`config.mk`:
```
export PLATFORM = sky130hd
export DESIGN_NAME = cmp_nbit_seq_flat
export DESIGN_NICKNAME = d
export VERILOG_FILES = /design/src/rtl/cmp_nbit_seq_if.sv /design/src/rtl/cmp_nbit_seq.sv /design/src/flat_wrapper.sv
export SDC_FILE = /design/constraint.sdc
export NUM_CORES = 1
export LEC_CHECK = 0
export ABC_AREA = 1
export CORE_UTILIZATION = 35
export CTS_CLUSTER_DIAMETER = 80
export DETAILED_ROUTE_END_ITERATION = 8
export SYNTH_ARGS = -nofsm -noshare
export SYNTH_HDL_FRONTEND = slang
export SYNTH_SLANG_ARGS = --single-unit
```
`constraint.sdc`:
```
create_clock -name clk -period 1.9 [get_ports clk]
set_input_delay 0.475 -clock clk [delete_from_list [all_inputs] [get_ports clk]]
set_output_delay 0.475 -clock clk [all_outputs]
set_load 0.03 [all_outputs]
```
`src/rtl/cmp_nbit_seq_if.sv`:
```
// Handshake and operand bundle for the multi-cycle magnitude comparator.
// Operands use [0:WIDTH-1] ordering with bit 0 as the MSB.
interface cmp_nbit_seq_if #(
  parameter int WIDTH = 16
);
  logic             start;
  logic [0:WIDTH-1] a;
  logic [0:WIDTH-1] b;
  logic             busy;
  logic             done;
  logic             ahigher;
  logic             alower;
  logic             asame;

  modport master (
    output start, a, b,
    input  busy, done, ahigher, alower, asame
  );

  modport slave (
    input  start, a, b,
    output busy, done, ahigher, alower, asame
  );
endinterface

```
`src/rtl/cmp_nbit_seq.sv`:
```
// Multi-cycle magnitude comparator: latches A/B on start, walks DIGIT bits per
// clock from the MSB digit down, and stops at the first differing digit.
// Result flags are one-hot and held until the next accepted start or reset.
module cmp_nbit_seq #(
  parameter int WIDTH  = 16,
  parameter int DIGIT  = 2,
  parameter int SIGNED = 0
) (
  input  logic           clk,
  input  logic           rst_n,
  cmp_nbit_seq_if.slave  bus
);

  localparam int NDIG = WIDTH / DIGIT;
  localparam int IW   = (NDIG > 1) ? $clog2(NDIG) : 1;

  if (DIGIT < 1 || DIGIT > WIDTH || (WIDTH % DIGIT) != 0) begin : g_bad_params
    $error("cmp_nbit_seq: WIDTH must be a positive multiple of DIGIT");
  end

  typedef enum logic [1:0] {
    S_IDLE,
    S_CMP,
    S_DONE
  } state_t;

  state_t           state_q, state_d;
  logic [0:WIDTH-1] a_q, a_d;
  logic [0:WIDTH-1] b_q, b_d;
  logic [IW-1:0]    idx_q, idx_d;
  logic             hi_q, hi_d;
  logic             lo_q, lo_d;
  logic             same_q, same_d;
  logic [DIGIT-1:0] da, db;
  int unsigned      off;

  // Select the current digit; in signed mode the top digit's MSB is flipped
  // so negative operands rank below non-negative ones.
  always_comb begin
    off = int'(idx_q) * DIGIT;
    da  = a_q[off +: DIGIT];
    db  = b_q[off +: DIGIT];
    if (SIGNED != 0 && idx_q == '0) begin
      da[DIGIT-1] = ~da[DIGIT-1];
      db[DIGIT-1] = ~db[DIGIT-1];
    end
  end

  // Next-state, operand capture and result-flag logic.
  always_comb begin
    state_d = state_q;
    idx_d   = idx_q;
    a_d     = a_q;
    b_d     = b_q;
    hi_d    = hi_q;
    lo_d    = lo_q;
    same_d  = same_q;
    case (state_q)
      S_IDLE, S_DONE: begin
        if (bus.start) begin
          a_d     = bus.a;
          b_d     = bus.b;
          idx_d   = '0;
          hi_d    = 1'b0;
          lo_d    = 1'b0;
          same_d  = 1'b0;
          state_d = S_CMP;
        end else begin
          state_d = S_IDLE;
        end
      end
      S_CMP: begin
        if (da > db) begin
          hi_d    = 1'b1;
          state_d = S_DONE;
        end else if (da < db) begin
          lo_d    = 1'b1;
          state_d = S_DONE;
        end else if (idx_q == IW'(NDIG - 1)) begin
          same_d  = 1'b1;
          state_d = S_DONE;
        end else begin
          idx_d = idx_q + IW'(1);
        end
      end
      default: state_d = S_IDLE;
    endcase
  end

  // State, operand and flag registers with asynchronous clear.
  always_ff @(posedge clk or negedge rst_n) begin
    if (!rst_n) begin
      state_q <= S_IDLE;
      a_q     <= '0;
      b_q     <= '0;
      idx_q   <= '0;
      hi_q    <= 1'b0;
      lo_q    <= 1'b0;
      same_q  <= 1'b0;
    end else begin
      state_q <= state_d;
      a_q     <= a_d;
      b_q     <= b_d;
      idx_q   <= idx_d;
      hi_q    <= hi_d;
      lo_q    <= lo_d;
      same_q  <= same_d;
    end
  end

  assign bus.busy    = (state_q == S_CMP);
  assign bus.done    = (state_q == S_DONE);
  assign bus.ahigher = hi_q;
  assign bus.alower  = lo_q;
  assign bus.asame   = same_q;

endmodule

```
`src/flat_wrapper.sv`:
```
// flat-port wrapper written by rule: the top's interface ports become plain ports
module cmp_nbit_seq_flat 
#(
  parameter int WIDTH  = 16,
  parameter int DIGIT  = 2,
  parameter int SIGNED = 0
)
  (clk, rst_n, bus_start, bus_a, bus_b, bus_busy, bus_done, bus_ahigher, bus_alower, bus_asame);
  cmp_nbit_seq_if #(.WIDTH(WIDTH)) bus_i ();
  input  logic clk;
  input  logic rst_n;
  input wire logic [$bits(bus_i.start)-1:0] bus_start;
  input wire logic [$bits(bus_i.a)-1:0] bus_a;
  input wire logic [$bits(bus_i.b)-1:0] bus_b;
  output wire logic [$bits(bus_i.busy)-1:0] bus_busy;
  output wire logic [$bits(bus_i.done)-1:0] bus_done;
  output wire logic [$bits(bus_i.ahigher)-1:0] bus_ahigher;
  output wire logic [$bits(bus_i.alower)-1:0] bus_alower;
  output wire logic [$bits(bus_i.asame)-1:0] bus_asame;
  assign bus_i.start = bus_start;
  assign bus_i.a = bus_a;
  assign bus_i.b = bus_b;
  assign bus_busy = bus_i.busy;
  assign bus_done = bus_i.done;
  assign bus_ahigher = bus_i.ahigher;
  assign bus_alower = bus_i.alower;
  assign bus_asame = bus_i.asame;
  cmp_nbit_seq #(.WIDTH(WIDTH), .DIGIT(DIGIT), .SIGNED(SIGNED)) u_core (.clk(clk), .rst_n(rst_n), .bus(bus_i));
endmodule
```
==> results.sh <==
export IMPL_layout_common_cells="117 x nand2_1, 39 x dfrtp_1, 36 x clkdlybuf4s50_1"
export IMPL_antenna_found_initial=0
export IMPL_synth_area_per_cell_sq_um=7.44
export IMPL_regToRegSetupSlack_ns=0.01
export IMPL_fin_crit_ns=1.89
export IMPL_p_total_mw=4.00
export IMPL_io_buffers=39
export IMPL_area_growth_pct=36.5
export IMPL_crit_type="flip-flop to flip-flop"
export IMPL_post_route_period_util_pct=99.3
export IMPL_drive_above_1_share_pct=15.6
export IMPL_holdCritPathClass="primary input to asynchronous set/reset pin"
export IMPL_rr_worst_depth=11
export IMPL_max_freq_ghz=0.530
export IMPL_start_util_pct=36.3
export IMPL_setup_viol=0
export IMPL_rsz0062_at_grt="yes"
export IMPL_fill_cells=572
export IMPL_cp_required_ns=2.08
export IMPL_layout_setup_ws_ns=0.0139
export IMPL_syn_num_nets=306
export IMPL_drcViolationCount=0
export IMPL_synth_warnings=0
export IMPL_critPathArrivalTime_ns=2.07
export IMPL_rows=27
export IMPL_cts_made_buffers=5
export IMPL_seq_area_sq_mm=0.00100
export IMPL_outcome="finished, final reports clean"
export IMPL_h_tree_depth=2
export IMPL_postLayoutCoreUtil_pct=49.5
export IMPL_drt_iter0_markers=86
export IMPL_grt_max_degree=23
export IMPL_grt_ovfl_total=0
export IMPL_worstMarginPinSlew_ns=0.467
export IMPL_io_pins=40
export IMPL_critPathLaunchType="flip-flop"
export IMPL_hold_violations=0
export IMPL_reg2reg_from="u_core.idx_q[0]$_DFFE_PN0P_"
export IMPL_cts_sinks=40
export IMPL_die_y_um=77.3
export IMPL_r2r_end="u_core.bus.asame$_DFFE_PN0P_"
export IMPL_worstPathMaxFanout=8
export IMPL_ys_seq_area_share_pct=50.4
export IMPL_p_leak_nw=1.36
export IMPL_clockRootBuffer="clkbuf_8"
export IMPL_yosysUniqueCellTypes=13
export IMPL_hold_ws_ns=0.132
export IMPL_die_area_sq_mm=0.00598
export IMPL_num_vias=1767
export IMPL_antennaDiodeCount=0
export IMPL_gp_congestion=0.870
export IMPL_critPathCaptureType="flip-flop"
export IMPL_vias_per_cell=4.57
export IMPL_dpl_worst_slack_ns=0.00548
export IMPL_ant_nets=0
export IMPL_drv_slew=0
export IMPL_clkTransAtPathRegs_ns=0.07
export IMPL_post_synth_instance_area_sq_mm=0.00199
export IMPL_maxCapViolCount=0
export IMPL_fp_dieW_um=77.3
export IMPL_clockBufferDepth=2
export IMPL_ir_drop_mv=0.621
export IMPL_powerDensity_mw_per_mm2=1480
export IMPL_slew_headroom_pct=68.9
export IMPL_drtPass1Iterations=4
export IMPL_wl_mm=4.39
export IMPL_insertion_delay_ns=0.29
export IMPL_dpl_hpwl_mm=3.11
export IMPL_ys_seq_elements=40
export IMPL_core_area_sq_mm=0.00547
export IMPL_tritoncts="built"
export IMPL_finalClockSkew_ns=0.00507
export IMPL_final_common_cell="nand2_1"
export IMPL_postCtsHoldBufs=0
export IMPL_grt_pass1_wl_mm=7.29
export IMPL_nets=354
export IMPL_grt_usage_pct=15.4
export IMPL_fin_tns_setup_ns=0
export IMPL_wire_per_inst_um=11.3
export IMPL_first_global_vias=1712
export IMPL_multi_input_area_sq_um=935
export IMPL_synth_cells=267
## registers in the layout, summed over array words and instances (netlist names)
register and cells:
u_core.bus.ahigher 1, u_core.bus.alower 1, u_core.idx_q 3, u_core.a_q 16
u_core.bus.asame 1, u_core.state_q 2, u_core.b_q 16
## cell usage after synthesis
cell	n	share of area, %
o21ai_0	18	4.5
buf_4	2	0.76
inv_2	4	0.76
ha_1	4	2.5
inv_1	16	3.0
buf_2	5	1.3
nand2_1	123	23
nor2_1	35	6.6
nand3_1	11	2.8
buf_6	4	2.3
nand4_1	4	1.3
dfrtp_1	40	50
nand2_4	1	0.57
## stage by stage
| stage | cell area (sq um) | cells |
|---|---|---|
| CTS | 2560 | 384 |
| floorplan | 1990 | 267 |
| finish | 2710 | 387 |
| global route | 2710 | 387 |
| detailed placement | 2460 | 377 |
| global placement | 2460 | 377 |
## power breakdown
part           total [mW]  internal (mW)  switching [mW]  leakage [nW]
registers            1.43           1.20           0.223         0.498
clock network       0.597          0.323           0.274        0.0503
logic                1.98          0.830            1.15         0.809
## layout make-up
cell class,instances,area share (%)
Clock buffer,7,3.55
Inverter,20,3.00
Multi-Input combinational cell,196,34.5
Sequential cell,40,37.0
Tap cell,72,3.32
Timing Repair Buffer,51,18.4
Timing Repair inverter,1,0.277
## metal layers
metal | part of all wire (%) | vias up | track usage, %
li1 | - | 912 | -
met1 | 46 | 809 | 19.5
met2 | 48 | 35 | 25.0
met3 | 3.1 | 11 | 2.98
met4 | 2.4 | 0 | 7.74
met5 | 0 | - | 0
## worst max-delay path: stages (launching register included)
cell,delay (ns)
dfrtp_2,0.48
buf_4,0.16
clkinvlp_4,0.10
o21ai_0,0.19
nand3_1,0.12
nand2_2,0.11
ha_4,0.22
nand2_4,0.07
nand2_4,0.06
buf_6,0.11
nand4_1,0.09
nand2_1,0.07
## cells by family (layout without fill, tap and decap cells)
logic type	Yosys count	after routing	synth area share (%)
fa+ha+maj	4	4	2.52
flops	40	40	50.4
compound gates	18	18	4.54
buf+inv	31	79	8.06
simple gates	174	174	34.5
## worst max path at each step
stage,end,start,cells after the start
final,u_core.bus.asame$_DFFE_PN0P_,u_core.idx_q[0]$_DFFE_PN0P_,11
after global routing,u_core.idx_q[0]$_DFFE_PN0P_,u_core.idx_q[0]$_DFFE_PN0P_,10
after CTS,u_core.bus.asame$_DFFE_PN0P_,u_core.idx_q[0]$_DFFE_PN0P_,13
after detailed placement,u_core.idx_q[1]$_DFFE_PN0P_,u_core.idx_q[0]$_DFFE_PN0P_,13
after global placement,u_core.idx_q[1]$_DFFE_PN0P_,u_core.idx_q[0]$_DFFE_PN0P_,13
after floorplan,u_core.idx_q[2]$_DFFE_PN0P_,u_core.idx_q[0]$_DFFE_PN0P_,14
## timing repair
item / 4_1_cts / 5_1_grt
setup buffers: 0 / 1
endpoints found under the setup margin: 4 / 7
gates cloned: 0 / 2
pin swaps: 0 / 12
resized for setup: 3 / 40
No activity file was read; power rests on OpenSTA's default activity.
